$ cat src/rtl/matrix_feeder_pkg.sv
`default_nettype none
// ============================================================================
// Module   : matrix_feeder_pkg
// Purpose  : Shared FSM state type, default geometry and depth helpers for
//            the matrix_feeder block.
// Revision : 1.0 - initial release
// ============================================================================
package matrix_feeder_pkg;

    localparam int FEEDER_N       = 3;
    localparam int FEEDER_DW      = 8;
    localparam int FEEDER_TIMEOUT = 1023;

    localparam int OP_DEPTH  = 2 * FEEDER_N * FEEDER_N;
    localparam int RES_DEPTH = FEEDER_N * FEEDER_N;
    localparam int OP_AW     = $clog2(OP_DEPTH);
    localparam int RES_AW    = $clog2(RES_DEPTH);

    typedef enum logic [2:0] {
        ST_IDLE    = 3'd0,
        ST_START   = 3'd1,
        ST_STREAM  = 3'd2,
        ST_WAIT    = 3'd3,
        ST_COLLECT = 3'd4,
        ST_FINISH  = 3'd5
    } state_t;

    function automatic int op_depth(input int n);
        return 2 * n * n;
    endfunction

    function automatic int res_depth(input int n);
        return n * n;
    endfunction

endpackage
`default_nettype wire

$ cat src/rtl/matrix_feeder_if.sv
`default_nettype none
// ============================================================================
// Module   : matrix_feeder_if
// Purpose  : Start/stream/done/result link between feeder and multiplier.
// Revision : 1.0 - initial release
// ============================================================================
interface matrix_feeder_if
    import matrix_feeder_pkg::*;
#(
    parameter int DW = FEEDER_DW
) ();

    logic          st;
    logic [DW-1:0] data_in;
    logic          done;
    logic [DW-1:0] dataout;

    modport master (
        output st,
        output data_in,
        input  done,
        input  dataout
    );

    modport slave (
        input  st,
        input  data_in,
        output done,
        output dataout
    );

endinterface
`default_nettype wire

$ cat src/rtl/matrix_feeder_ram.sv
`default_nettype none
// ============================================================================
// Module   : feeder_ram
// Purpose  : Single-write, single registered-read register array. Writes
//            beyond DEPTH are dropped and such reads return zero.
// Revision : 1.0 - initial release
// ============================================================================
module feeder_ram
    import matrix_feeder_pkg::*;
#(
    parameter int DEPTH = RES_DEPTH,
    parameter int DW    = FEEDER_DW,
    parameter int AW    = $clog2(DEPTH)
) (
    input  wire logic          clk,
    input  wire logic          rst,
    input  wire logic          we,
    input  wire logic [AW-1:0] waddr,
    input  wire logic [DW-1:0] wdata,
    input  wire logic [AW-1:0] raddr,
    output logic      [DW-1:0] rdata
);

    logic [DW-1:0] mem [DEPTH];
    logic [DW-1:0] rdata_q;
    logic [DW-1:0] rdata_d;
    logic          w_ok;
    logic          r_ok;

    assign w_ok = (32'(waddr) < DEPTH);
    assign r_ok = (32'(raddr) < DEPTH);

    always_comb begin
        rdata_d = '0;
        if (r_ok) begin
            rdata_d = mem[raddr];
        end
    end

    // Storage itself is deliberately left unreset; only the read port is.
    always_ff @(posedge clk) begin
        if (we && w_ok) begin
            mem[waddr] <= wdata;
        end
    end

    always_ff @(posedge clk) begin
        if (rst) begin
            rdata_q <= '0;
        end else begin
            rdata_q <= rdata_d;
        end
    end

    assign rdata = rdata_q;

endmodule
`default_nettype wire

$ cat src/rtl/matrix_feeder.sv
`default_nettype none
// ============================================================================
// Module   : matrix_feeder
// Purpose  : Loads A/B operands, strobes and streams them to the multiplier,
//            then captures the N*N result bytes into a host-readable buffer.
//            Optional FEEDER_CHECKSUM_EN adds a running sum of results.
// Revision : 1.0 - initial release
// ============================================================================
module matrix_feeder
    import matrix_feeder_pkg::*;
#(
    parameter int N       = FEEDER_N,
    parameter int DW      = FEEDER_DW,
    parameter int TIMEOUT = FEEDER_TIMEOUT
) (
    input  wire logic                         clk,
    input  wire logic                         rst,
    input  wire logic                         ld_we,
    input  wire logic [$clog2(2*N*N)-1:0]     ld_addr,
    input  wire logic [DW-1:0]                ld_data,
    input  wire logic                         go,
    output logic                              busy,
    output logic                              fin,
    output logic                              err,
    input  wire logic [$clog2(N*N)-1:0]       rd_addr,
    output logic      [DW-1:0]                rd_data,
    matrix_feeder_if.master                   mm
`ifdef FEEDER_CHECKSUM_EN
    ,
    output logic      [DW+$clog2(N*N)-1:0]    chk_sum
`endif
);

    localparam int OPD  = op_depth(N);
    localparam int RESD = res_depth(N);
    localparam int OPW  = $clog2(OPD);
    localparam int RESW = $clog2(RESD);
    localparam int WW   = $clog2(TIMEOUT + 1);

    state_t          state_q, state_d;
    logic [OPW-1:0]  idx_q, idx_d;
    logic [WW-1:0]   wait_q, wait_d;
    logic [RESW-1:0] res_q, res_d;
    logic            err_q, err_d;
    logic [OPW-1:0]  op_raddr;
    logic [DW-1:0]   op_rdata;
    logic            op_we;
    logic            res_we;
    logic            go_acc;

    assign go_acc = (state_q == ST_IDLE) && go;
    assign op_we  = (state_q == ST_IDLE) && ld_we;

    always_comb begin
        state_d  = state_q;
        idx_d    = idx_q;
        wait_d   = wait_q;
        res_d    = res_q;
        err_d    = err_q;
        op_raddr = '0;
        res_we   = 1'b0;
        case (state_q)
            ST_IDLE: begin
                if (go) begin
                    state_d = ST_START;
                    err_d   = 1'b0;
                    idx_d   = '0;
                    wait_d  = '0;
                    res_d   = '0;
                end
            end
            ST_START: begin
                // Prefetch element 0 so it appears the cycle after the strobe.
                op_raddr = '0;
                idx_d    = '0;
                state_d  = ST_STREAM;
            end
            ST_STREAM: begin
                op_raddr = idx_q + OPW'(1);
                if (idx_q == OPW'(OPD - 1)) begin
                    idx_d   = '0;
                    wait_d  = '0;
                    state_d = ST_WAIT;
                end else begin
                    idx_d = idx_q + OPW'(1);
                end
            end
            ST_WAIT: begin
                if (mm.done) begin
                    res_we  = 1'b1;
                    res_d   = RESW'(1);
                    state_d = (RESD == 1) ? ST_FINISH : ST_COLLECT;
                end else if (wait_q == WW'(TIMEOUT - 1)) begin
                    err_d   = 1'b1;
                    wait_d  = '0;
                    state_d = ST_IDLE;
                end else begin
                    wait_d = wait_q + WW'(1);
                end
            end
            ST_COLLECT: begin
                if (mm.done) begin
                    res_we = 1'b1;
                    if (res_q == RESW'(RESD - 1)) begin
                        res_d   = '0;
                        state_d = ST_FINISH;
                    end else begin
                        res_d = res_q + RESW'(1);
                    end
                end else begin
                    err_d   = 1'b1;
                    res_d   = '0;
                    state_d = ST_IDLE;
                end
            end
            ST_FINISH: begin
                state_d = ST_IDLE;
            end
            default: begin
                state_d = ST_IDLE;
            end
        endcase
    end

    always_ff @(posedge clk) begin
        if (rst) begin
            state_q <= ST_IDLE;
            idx_q   <= '0;
            wait_q  <= '0;
            res_q   <= '0;
            err_q   <= 1'b0;
        end else begin
            state_q <= state_d;
            idx_q   <= idx_d;
            wait_q  <= wait_d;
            res_q   <= res_d;
            err_q   <= err_d;
        end
    end

    feeder_ram #(
        .DEPTH (OPD),
        .DW    (DW),
        .AW    (OPW)
    ) u_op_ram (
        .clk   (clk),
        .rst   (rst),
        .we    (op_we),
        .waddr (ld_addr),
        .wdata (ld_data),
        .raddr (op_raddr),
        .rdata (op_rdata)
    );

    feeder_ram #(
        .DEPTH (RESD),
        .DW    (DW),
        .AW    (RESW)
    ) u_res_ram (
        .clk   (clk),
        .rst   (rst),
        .we    (res_we),
        .waddr (res_q),
        .wdata (mm.dataout),
        .raddr (rd_addr),
        .rdata (rd_data)
    );

    assign busy       = (state_q != ST_IDLE);
    assign fin        = (state_q == ST_FINISH);
    assign err        = err_q;
    assign mm.st      = (state_q == ST_START);
    assign mm.data_in = (state_q == ST_STREAM) ? op_rdata : '0;

`ifdef FEEDER_CHECKSUM_EN
    localparam int CSW = DW + RESW;

    logic [CSW-1:0] sum_q, sum_d;

    always_comb begin
        sum_d = sum_q;
        if (go_acc) begin
            sum_d = '0;
        end else if (res_we) begin
            sum_d = sum_q + CSW'(mm.dataout);
        end
    end

    always_ff @(posedge clk) begin
        if (rst) begin
            sum_q <= '0;
        end else begin
            sum_q <= sum_d;
        end
    end

    assign chk_sum = sum_q;
`endif

endmodule
`default_nettype wire

$ cat src/flat_wrapper.sv
// flat-port wrapper written by rule: the top's interface ports become plain ports
module matrix_feeder_flat import matrix_feeder_pkg::*;
#(
    parameter int N       = FEEDER_N,
    parameter int DW      = FEEDER_DW,
    parameter int TIMEOUT = FEEDER_TIMEOUT
)
  (clk, rst, ld_we, ld_addr, ld_data, go, busy, fin, err, rd_addr, rd_data, mm_st, mm_data_in, mm_done, mm_dataout);
  matrix_feeder_if #(.DW(DW)) mm_i ();
  input  wire logic clk;
  input  wire logic rst;
  input  wire logic ld_we;
  input  wire logic [$clog2(2*N*N)-1:0] ld_addr;
  input  wire logic [DW-1:0] ld_data;
  input  wire logic go;
  output logic busy;
  output logic fin;
  output logic err;
  input  wire logic [$clog2(N*N)-1:0] rd_addr;
  output logic      [DW-1:0] rd_data;
  output wire logic [$bits(mm_i.st)-1:0] mm_st;
  output wire logic [$bits(mm_i.data_in)-1:0] mm_data_in;
  input wire logic [$bits(mm_i.done)-1:0] mm_done;
  input wire logic [$bits(mm_i.dataout)-1:0] mm_dataout;
  assign mm_st = mm_i.st;
  assign mm_data_in = mm_i.data_in;
  assign mm_i.done = mm_done;
  assign mm_i.dataout = mm_dataout;
  matrix_feeder #(.N(N), .DW(DW), .TIMEOUT(TIMEOUT)) u_core (.clk(clk), .rst(rst), .ld_we(ld_we), .ld_addr(ld_addr), .ld_data(ld_data), .go(go), .busy(busy), .fin(fin), .err(err), .rd_addr(rd_addr), .rd_data(rd_data), .mm(mm_i));
endmodule
$ cat config.mk
export PLATFORM = sky130hd
export DESIGN_NAME = matrix_feeder_flat
export DESIGN_NICKNAME = d
export VERILOG_FILES = /design/src/rtl/matrix_feeder_pkg.sv /design/src/rtl/matrix_feeder_if.sv /design/src/rtl/matrix_feeder_ram.sv /design/src/rtl/matrix_feeder.sv /design/src/flat_wrapper.sv
export SDC_FILE = /design/constraint.sdc
export NUM_CORES = 1
export LEC_CHECK = 0
export ABC_AREA = 1
export ABC_CLOCK_PERIOD_IN_PS = 2100
export BUFFER_PORTS_ARGS = -buffer_cell sky130_fd_sc_hd__buf_2
export CORE_MARGIN = 4
export CORE_UTILIZATION = 55
export DETAILED_ROUTE_END_ITERATION = 7
export PLACE_DENSITY = 0.82
export SETUP_SLACK_MARGIN = 0.3
export SYNTH_ARGS = -nofsm -noshare
export SYNTH_HDL_FRONTEND = slang
export SYNTH_SLANG_ARGS = --single-unit
export TNS_END_PERCENT = 30
$ cat constraint.sdc
create_clock -name clk -period 2.1 [get_ports clk]
set_input_delay 0.105 -clock clk [delete_from_list [all_inputs] [get_ports clk]]
set_output_delay 0.105 -clock clk [all_outputs]
set_load 0.01 [all_outputs]
* After elaboration in Yosys (flattened, before gate mapping)
Memories as Yosys holds them, arrays and structs flattened. A register that Yosys moved wholly into a read port is not among the register bits.
Cells that the tools add are included.
** Word-level totals
- Register bits after elaboration :: 23
- Latch bits :: 0
- Bits in writable memories :: 216
- Bits in read-only memories :: 0
- Input bits :: 30
- Output and inout bits :: 20
- Logic and storage cells :: 81
- Memories :: 2
** Memory list
- u_core.u_op_ram.mem :: words 18, bits a word 8, read ports 1, clocked after memory_dff 1, write ports 1, RTL line matrix_feeder_ram.sv:24 : logic [DW-1:0] mem [DEPTH];
- u_core.u_res_ram.mem :: words 9, bits a word 8, read ports 1, clocked after memory_dff 1, write ports 1, RTL line matrix_feeder_ram.sv:24
** Operators by class
- Add/sub/neg operators :: 3
- $mul :: 0
- Divide/modulo/power cells :: 0
- Order comparisons :: 4
- Eq/ne operators :: 16
- Shift-type cells :: 0
- Muxes and demuxes :: 33
- Bitwise gates (word level) :: 2
- Reductions and logical operators :: 16
** Operators by type and width (number)
- $mux 10 :: 4
- $pmux 10 s3 :: 1
- $mux 3 :: 6
- $mux 4 :: 4
- $mux 5 :: 3
- $pmux 3 s5 :: 1
- $pmux 5 s3 :: 1
- $pmux 4 s3 :: 1
- $reduce_bool 3->1 :: 4
- $add 10x1->10 const B :: 1
- $eq 10x10->1 const B :: 1
- $lt 5x5->1 const B :: 2
- $mux 1 :: 10
- $lt 4x4->1 const B :: 2
- $mux 8 :: 1
- $ne 2x2->1 const B :: 4
- $reduce_and 4->1 :: 2
- $eq 3x2->1 const B :: 2
- $eq 3x3->1 const B :: 2
- $ne 3x2->1 const B :: 2
- $reduce_or 2->1 :: 3
- $add 5x1->5 const B :: 1
- $eq 5x5->1 const B :: 1
- $reduce_and 5->1 :: 1
- 10 further kinds :: 14

* Depth between registers and ports, before layout
Gate-level depths: netlist (run 1).
- Word-level depth :: 6
- Gate-level depth with buffers :: 14
- Gate-level depth less buffers :: 14

* Hierarchy
Synthesis (run 1) repeated with hierarchy kept, for this count alone.
** Unflattened totals
- Cell total of the unflattened synthesis :: 1145
- Area, all modules :: 11263.3 µm²
** Modules (own cells, without submodules)
- feeder_ram at u_core.u_op_ram :: instances 1, cells each 627, area an instance 6483.7 µm²
- feeder_ram at u_core.u_res_ram :: instances 1, cells each 274, area an instance 3216.8 µm²
- matrix_feeder :: instances 1, cells each 244, area an instance 1562.7 µm²

* Worst setup path before layout (run 1)
Ideal clock, no wire load.
- Kind :: reg-to-reg
- From :: register u_core.state_q[1]
- To :: memory u_core.u_res_ram.mem[1][0] (netlist bit), enable pin
- Arrival :: 1792 ps
- Setup slack :: -75 ps
- Stages on the path, launching flop included :: 8
- Buffers on the path :: 1
- Period minus slack after synthesis :: 2175 ps
- Cells stage by stage :: dfxtp_1 -> buf_4 -> nand3_2 -> a21oi_1 -> inv_1 -> nor2_1 -> a31oi_1 -> nor3_1
** Between the ends
- Cells in the longest elaborated chain, start to end :: 6
- Elaborated cells on any way between the ends :: 7
** RTL lines
- start, declared :: RTL line matrix_feeder.sv:40 : state_t state_q, state_d;
- start signal, assigned :: RTL line matrix_feeder.sv:133 : state_q <= state_d;
- $eq 3x2->1 or $eq 3x3->1 (tied branches) :: RTL line matrix_feeder.sv:62 : case (state_q)
- $reduce_or 2->1 (no line) (*)
- $mux 1 (*)
- $logic_and 1x1->1 (*) :: RTL line matrix_feeder_ram.sv:42 : if (we && w_ok) begin
- $mux 1 (*) :: RTL line matrix_feeder_ram.sv:42
- $mux 1 (implied by the code) (*) :: RTL line matrix_feeder_ram.sv:43 : mem[waddr] <= wdata;
- end, declared :: RTL line matrix_feeder_ram.sv:24
Mark *: on every way between the ends. The rest lies on a longest branch, timed or not.

* Worst setup path in the final report (run 1)
- From :: register u_core.idx_q[1]
- To :: register u_core.u_op_ram.rdata_q[0] (netlist: u_core.u_op_ram.rdata[0]) (read register of u_core.u_op_ram.mem)
** Between the ends
- Cells in the longest elaborated chain, start to end :: 5
** RTL lines
- start, declared :: RTL line matrix_feeder.sv:41 : logic [OPW-1:0] idx_q, idx_d;
- start signal, assigned :: RTL line matrix_feeder.sv:134 : idx_q <= idx_d;
- $add 5x1->5 (*) :: RTL line matrix_feeder.sv:79 : op_raddr = idx_q + OPW'(1);
- $mux 5 (*) :: RTL line matrix_feeder.sv:62
- $lt 5x5->1 :: RTL line matrix_feeder_ram.sv:31 : assign r_ok = (32'(raddr) < DEPTH);
- $not 1->1 (no line)
- $reduce_or 2->1 (no line)
- end, declared :: RTL line matrix_feeder_ram.sv:25 : logic [DW-1:0] rdata_q;
Marked as above.
A chain may end at the register's enable or synchronous reset.

==> results of run 1 <==
-- how the worst max path moves through the flow --
stage                                              start                                   to  slack, ns  cells past startpoint
after floorplan           u_core.state_q[0]$_SDFFE_PP0P_  u_core.u_op_ram.mem[2][0]$_DFFE_PP_       0.21                      7
after global placement    u_core.state_q[0]$_SDFFE_PP0P_  u_core.u_op_ram.mem[0][7]$_DFFE_PP_       0.06                      8
after detailed placement  u_core.state_q[0]$_SDFFE_PP0P_  u_core.u_op_ram.mem[6][1]$_DFFE_PP_      -0.03                      8
after CTS                   u_core.idx_q[1]$_SDFFE_PP0P_  u_core.u_op_ram.rdata[0]$_SDFF_PP0_       0.25                     12
after global routing       u_core.wait_q[0]$_SDFFE_PP0P_        u_core.wait_q[4]$_SDFFE_PP0P_       0.13                      9
final                       u_core.idx_q[1]$_SDFFE_PP0P_  u_core.u_op_ram.rdata[0]$_SDFF_PP0_       0.19                     12
-- state kept, by name, indices dropped and copies added (netlist names), 3 cells and up --
| register | count |
|---|---|
| u_core.u_op_ram.mem | 144 |
| u_core.u_res_ram.mem | 72 |
| u_core.wait_q | 10 |
| u_core.u_op_ram.rdata | 8 |
| u_core.u_res_ram.rdata | 8 |
| u_core.idx_q | 5 |
| u_core.res_q | 4 |
| u_core.state_q | 3 |
-- per-stage QoR --
stage / area, um2 / total power (W)
after floorplan: 11200 / 0.00708
after global placement: 11900 / 0.00762
after detailed placement: 11900 / 0.00766
after CTS: 13300 / 0.0126
after global routing: 13900 / 0.0135
final: 13900 / 0.0130
-- power by group --
group          switching [W]  leakage [nW]  total (W)  internal (W)
Combinational        0.00170          2.85    0.00253      0.000826
Clock                0.00189         0.447    0.00479       0.00290
Sequential          0.000101          2.27    0.00571       0.00560
-- Yosys cell counts --
cell type / number / area (um2)
sky130_fd_sc_hd__nand3_1: 83 / 415
sky130_fd_sc_hd__o21ai_0: 49 / 245
sky130_fd_sc_hd__buf_4: 3 / 22.5
sky130_fd_sc_hd__nor2_2: 4 / 25.0
sky130_fd_sc_hd__o21a_1: 1 / 7.51
sky130_fd_sc_hd__xor2_1: 2 / 17.5
sky130_fd_sc_hd__a31oi_1: 2 / 12.5
sky130_fd_sc_hd__nand2_1: 190 / 713
sky130_fd_sc_hd__ha_1: 9 / 113
sky130_fd_sc_hd__edfxtp_1: 216 / 6490
sky130_fd_sc_hd__o221ai_1: 4 / 35.0
sky130_fd_sc_hd__inv_1: 150 / 563
sky130_fd_sc_hd__a21oi_1: 34 / 170
sky130_fd_sc_hd__a22oi_1: 6 / 45.0
sky130_fd_sc_hd__dfxtp_1: 39 / 781
sky130_fd_sc_hd__buf_1: 2 / 7.51
sky130_fd_sc_hd__buf_6: 1 / 11.3
sky130_fd_sc_hd__o211ai_1: 5 / 37.5
sky130_fd_sc_hd__inv_2: 8 / 30.0
sky130_fd_sc_hd__o21ai_2: 1 / 8.76
sky130_fd_sc_hd__nor2_4: 3 / 33.8
sky130_fd_sc_hd__xnor2_1: 2 / 17.5
sky130_fd_sc_hd__nor2_1: 136 / 510
sky130_fd_sc_hd__nand3b_1: 1 / 7.51
sky130_fd_sc_hd__buf_2: 15 / 75.1
sky130_fd_sc_hd__o21ai_1: 1 / 5.00
sky130_fd_sc_hd__nor3_1: 19 / 95.1
sky130_fd_sc_hd__o22ai_1: 12 / 75.1
sky130_fd_sc_hd__nand4_1: 60 / 375
sky130_fd_sc_hd__nand3_2: 4 / 40.0
sky130_fd_sc_hd__or2_2: 1 / 6.26
sky130_fd_sc_hd__nand2_4: 1 / 11.3
sky130_fd_sc_hd__and3_1: 1 / 6.26
sky130_fd_sc_hd__clkbuf_1: 24 / 90.1
-- logic make-up (layout without fill, tap and decap cells) --
group | count (synthesis) | in the layout
XOR/XNOR | 4 | 4
flip-flops | 255 | 255
buffers and inverters | 203 | 338
AO/OA/AOI/OAI | 115 | 115
adder cells (fa/ha/maj) | 9 | 9
AND/OR/NAND/NOR | 503 | 505
-- worst max-delay path: cells and delay by family (launching register included) --
family,cells,cell delay [ns]
compound gates,1,0.10
flops,1,0.37
fa+ha+maj,1,0.29
simple gates,6,0.73
buf+inv,4,0.34
-- timing repair --
action,4_1_cts,5_1_grt
cloned,1,6
resized for setup,33,109
endpoints found under the hold margin,85,0
hold buffers,10,0
buffers inserted,14,13
endpoints found under the setup margin,230,231
pin swaps,10,34
-- metal layers --
| metal | GRT usage | share of wire |
|---|---|---|
| met2 | 0.429 | 0.50 |
| met1 | 0.310 | 0.35 |
| met5 | 0 | 0 |
| met3 | 0.0457 | 0.096 |
| met4 | 0.100 | 0.050 |
-- cell type report --
cell class | count | area share
clock inverter | 9 | 0.00947
sequential | 255 | 0.526
timing repair buffer | 132 | 0.0866
tap | 265 | 0.0239
inverter | 158 | 0.0445
clock buffer | 39 | 0.0555
multi-input combinational | 633 | 0.254
==> metrics, run 1 <==
outcome=complete, no violations; cell with the largest stage delay on the worst path=sky130_fd_sc_hd__dfxtp_4; vias in the first global route=8369; minimum period implied by the final worst setup slack=1.91 ns; aggregate routed wire length=30600 um; final hold vios=0; pwr dens=939 nW/um2; hold endpoint=u_core.u_op_ram.mem[12][5]$_DFFE_PP_; stage delay of the slowest cell on the critical path=0.37 ns; clock input transition at the sequential cells of the worst setup and hold paths=0.06 ns; Min-Delay Startpoint=ld_data[5]; area of the die=22500 um2; CP cell instances=inv_2, ha_4, inv_6, nand3_4, clkinv_4, nor2_4, nand2_1, nand2_1, nand2_2, inv_4, nand2_1, a21oi_2; HPWL after DPL=16800 um; number of max-slew violations in the final report=0; post-synthesis area per instance=10.2 um2; Worst Clk Skew=0.0202 ns; total area of multi-input combinational cells=3530 um2; FF-to-FF setup slack=0.19 ns; startpoint of the worst-slack reg-to-reg timing path=u_core.idx_q[1]$_SDFFE_PP0P_; Placer Congestion=0.920; crit-path max FO=6; most frequent cells in the layout=216 x sky130_fd_sc_hd__edfxtp_1, 169 x sky130_fd_sc_hd__nand2_1, 142 x sky130_fd_sc_hd__inv_1; most common cell type on the critical path=sky130_fd_sc_hd__nand2_1; portion of netlist area occupied by mux cells=0; fill cell count=1273; core box area=19700 um2; combined flip-flop and latch cell area=7290 um2; pre-CTS setup slack=-0.0275 ns; number of I/O port buffers=49; path class of the lowest-slack min-delay path=primary input to flip-flop; pin count of the biggest net entering global routing=60; boundary pin count=50; normalized max-slew margin=0.623; fraction of layout instances using a drive strength above 1=0.231; startpoint class of the critical path=flip-flop; number of inserted diodes=0; chip width=150 um; maximum buffer depth of the clock tree=3; number of antenna violations at the first check in global routing=0; routed vias=8880; share of the core filled with cells=0.706; number of DRC markers after the initial detailed-route iteration=1111; overall routing resource usage=0.248; final clock period utilization by the worst path=0.908; standard-cell rows=51; post-route setup TNS=0 ns; clk_lat worst skew=0.54 ns; root buffer cell=sky130_fd_sc_hd__clkbuf_16; remaining routing DRC violations=0; flip-flop and latch count after synthesis=255; TritonCTS clock tree=built; final-report setup violation count=0; clock sink count=255; level count of the clock H-tree=1; Worst Reg-to-Reg Cells=12; Warnings, synthesis=0; per-cell routed wire length=20.5 um; category of the worst setup path capture point=flip-flop; arrival time worst endpoint=2.37 ns; most common cell after layout, fill and taps aside=sky130_fd_sc_hd__edfxtp_1; area share of fa/ha/maj cells after synthesis=0.0101; Via-to-Cell Ratio=5.96; upper clock frequency limit=0.525 GHz; Worst Path Class, Setup=flip-flop to flip-flop; Placed Cells incl. Taps=1399; synthesized-area fraction occupied by xor and xnor cells=0.00316; endpoint of the worst register-to-register path=u_core.u_op_ram.rdata[0]$_SDFF_PP0_; Worst Hold Depth=1; first drt pass iteration count=7; leftover overflow at the end of global routing=0; total CTS buffers=26; RSZ-0062 raised after global routing=yes; post-synthesis cell count=1089; simple-gate area share of the yosys netlist=0.202; Worst Setup Slack, final=0.194 ns; Net Count, Synth=1128; net count reported at finish=1245; P&R area growth vs syn=25.0%; final antenna-violating net count=0; dominant combinational cell family by area after synthesis=simple AND/OR/NAND/NOR gates; Unique masters post-synth=34; initial core utilization=0.565; required time of the worst setup path=2.56 ns; hold_ws=0.0273 ns; Leakage Power=5.57 nW; worst-case vdd ir drop=1.04 mV; Final Non-Filler Cells=1491; slew at the pin closest to its max-slew limit=0.566 ns; max-capacitance violation count=0; post-synthesis compound-gate area fraction=0.0578; sequential fraction of the synthesis area=0.655; Die Height=150 um; first-pass GRT wire length=43400 um; area of the mapped netlist=11100 um2
(Power assumes the default switching activity.)
==> run 2, diff against run 1 <==
ABC_CLOCK_PERIOD_IN_PS = 1950   (was 2100)
CORE_UTILIZATION = 60   (was 55)
PLACE_DENSITY = 0.85   (was 0.82)
RECOVER_POWER = 25   (was not set)
clock period = 1.95 ns   (was 2.1 ns; I/O delays follow)
==> metrics, run 2 (synthesized netlist as in run 1, its figures left out) <==
stage delay of the slowest cell on the critical path=0.32 ns; Placed Cells incl. Taps=1367; fraction of layout instances using a drive strength above 1=0.233; boundary pin count=50; maximum buffer depth of the clock tree=3; upper clock frequency limit=0.538 GHz; most common cell after layout, fill and taps aside=sky130_fd_sc_hd__edfxtp_1; Worst Clk Skew=0.0280 ns; Worst Path Class, Setup=flip-flop to flip-flop; fill cell count=956; sum of buffers and inverters on the critical path=6; startpoint class of the critical path=flip-flop; chip width=144 um; CP top delay family=simple AND/OR/NAND/NOR gates; met1 usage in global routing=0.361; clk_lat worst skew=0.55 ns; leftover overflow at the end of global routing=0; outcome=complete, no violations; slew at the pin closest to its max-slew limit=1.19 ns; root buffer cell=sky130_fd_sc_hd__clkbuf_16; number of inserted diodes=0; registers with the most flip-flops=u_core.u_op_ram.mem x144, u_core.u_res_ram.mem x72, u_core.wait_q x10; number of I/O port buffers=49; first-pass GRT wire length=46900 um; worst-case vdd ir drop=0.844 mV; P&R area growth vs syn=26.1%; remaining routing DRC violations=0; fraction of met2 tracks used by global routing=0.511; core box area=18100 um2; register bank with the most flops=u_core.u_op_ram.mem; first drt pass iteration count=5; number of max-slew violations in the final report=0; pwr dens=971 nW/um2; Leakage Power=5.58 nW; Die Height=144 um; area of the die=20700 um2; global routing usage on met3=0.0453; CP cell instances=buf_4, ha_2, nand2_2, inv_1, nor2_2, buf_4, buf_4, nor2_1, nand2_1, nand3_1, nand2_1, inv_1, nand2_1, nand3_1, nand2_1, inv_1; clock input transition at the sequential cells of the worst setup and hold paths=0.07 ns; global routing's busiest layer=met2; minimum period implied by the final worst setup slack=1.86 ns; max-capacitance violation count=0; standard-cell rows=49; aggregate routed wire length=30500 um; hold_ws=0.0200 ns; crit-path max FO=3; most frequent cells in the layout=216 x sky130_fd_sc_hd__edfxtp_1, 168 x sky130_fd_sc_hd__nand2_1, 141 x sky130_fd_sc_hd__inv_1; Worst Setup Slack, final=0.0911 ns; per-cell routed wire length=20.8 um; initial core utilization=0.613; TritonCTS clock tree=built; cell with the largest stage delay on the worst path=sky130_fd_sc_hd__dfxtp_2; pre-CTS setup slack=-0.0250 ns; overall routing resource usage=0.294; RSZ-0062 raised after global routing=yes; HPWL after DPL=17500 um; arrival time worst endpoint=2.29 ns; normalized max-slew margin=0.204; number of DRC markers after the initial detailed-route iteration=1009; final antenna-violating net count=0; Placer Congestion=0.916; final clock period utilization by the worst path=0.953; total CTS buffers=26; Via-to-Cell Ratio=6.11; vias in the first global route=8679; path class of the lowest-slack min-delay path=primary input to flip-flop; final hold vios=0; net count reported at finish=1260; share of the core filled with cells=0.774; level count of the clock H-tree=1; most common cell type on the critical path=sky130_fd_sc_hd__nand2_1; routed vias=8975; clock sink count=255; pin count of the biggest net entering global routing=49; final-report setup violation count=0; required time of the worst setup path=2.39 ns; Final Non-Filler Cells=1469; category of the worst setup path capture point=flip-flop; number of flip-flops under the largest register name=144; number of antenna violations at the first check in global routing=0
run 2: changes by cell type in the layout (fill, tap and decap cells not counted), sizes merged:
cell / delta
nand2: -1
clkbuf: +3
clkinv: +4
inv: +2
dlygate4sd3: +4
bufinv: -2
bufbuf: -1
buf: +6
nand3: -1
run 2: path summary, 6_finish.rpt:
check | startpoint | endpoint | slack, ns | depth (start not counted)
max | u_core.idx_q[1]$_SDFFE_PP0P_ | u_core.u_op_ram.rdata[7]$_SDFF_PP0_ | 0.09 | 16
min reg2reg | u_core.wait_q[7]$_SDFFE_PP0P_ | u_core.wait_q[7]$_SDFFE_PP0P_ | 0.44 | 2
min | rd_addr[3] | u_core.u_res_ram.rdata[4]$_SDFF_PP0_ | 0.02 | 4
max reg2reg | u_core.idx_q[1]$_SDFFE_PP0P_ | u_core.u_op_ram.rdata[7]$_SDFF_PP0_ | 0.09 | 16
run 2: final cells by class:
cell class	instances	area, um2	share of cell area
flip-flops and latches	255	7280	0.520
multi-input cells	631	3520	0.252
repair buffers	149	1510	0.108
clock buffers	34	681	0.0486
inverters	158	608	0.0435
well taps	229	287	0.0205
clock inverters	13	100	0.00715
run 2: what timing repair did:
| item | CTS | global route |
|---|---|---|
| pin swaps | 25 | 37 |
| gates resized for setup | 72 | 56 |
| hold endpoints to repair | 148 | 0 |
| cloned | 4 | 1 |
| setup buffers | 30 | 6 |
| endpoints found under the setup margin | 236 | 253 |
| hold buffers | 14 | 0 |
run 2: worst register-to-register path: stages, from the launching register on:
cell	delay, ns
sky130_fd_sc_hd__dfxtp_2	0.32
sky130_fd_sc_hd__buf_4	0.13
sky130_fd_sc_hd__ha_2	0.19
sky130_fd_sc_hd__nand2_2	0.10
sky130_fd_sc_hd__inv_1	0.05
sky130_fd_sc_hd__nor2_2	0.10
sky130_fd_sc_hd__buf_4	0.15
sky130_fd_sc_hd__buf_4	0.11
sky130_fd_sc_hd__nor2_1	0.03
sky130_fd_sc_hd__nand2_1	0.06
sky130_fd_sc_hd__nand3_1	0.10
sky130_fd_sc_hd__nand2_1	0.11
sky130_fd_sc_hd__inv_1	0.06
sky130_fd_sc_hd__nand2_1	0.06
sky130_fd_sc_hd__nand3_1	0.06
sky130_fd_sc_hd__nand2_1	0.06
sky130_fd_sc_hd__inv_1	0.03
run 2: where the power goes:
| group | total [W] | switching, W | internal, W | leakage (nW) |
|---|---|---|---|---|
| Clock | 0.00467 | 0.00207 | 0.00259 | 0.383 |
| Combinational | 0.00279 | 0.00183 | 0.000965 | 2.93 |
| Sequential | 0.00612 | 0.0000878 | 0.00604 | 2.26 |
run 2: through the flow:
step	setup TNS (ns)	power [W]	instance area, um2
after detailed placement	-0.304	0.00832	12200
final	0	0.0136	14000
after global placement	0	0.00826	12200
after floorplan	0	0.00765	11300
after global routing	-0.0408	0.0140	14000
after CTS	0	0.0132	13700
run 2: routing by layer:
| layer | up-vias | part of all wire |
|---|---|---|
| met3 | 145 | 0.093 |
| met1 | 4221 | 0.35 |
| met2 | 634 | 0.51 |
| met5 | - | 0 |
| met4 | 0 | 0.056 |
| li1 | 3975 | - |
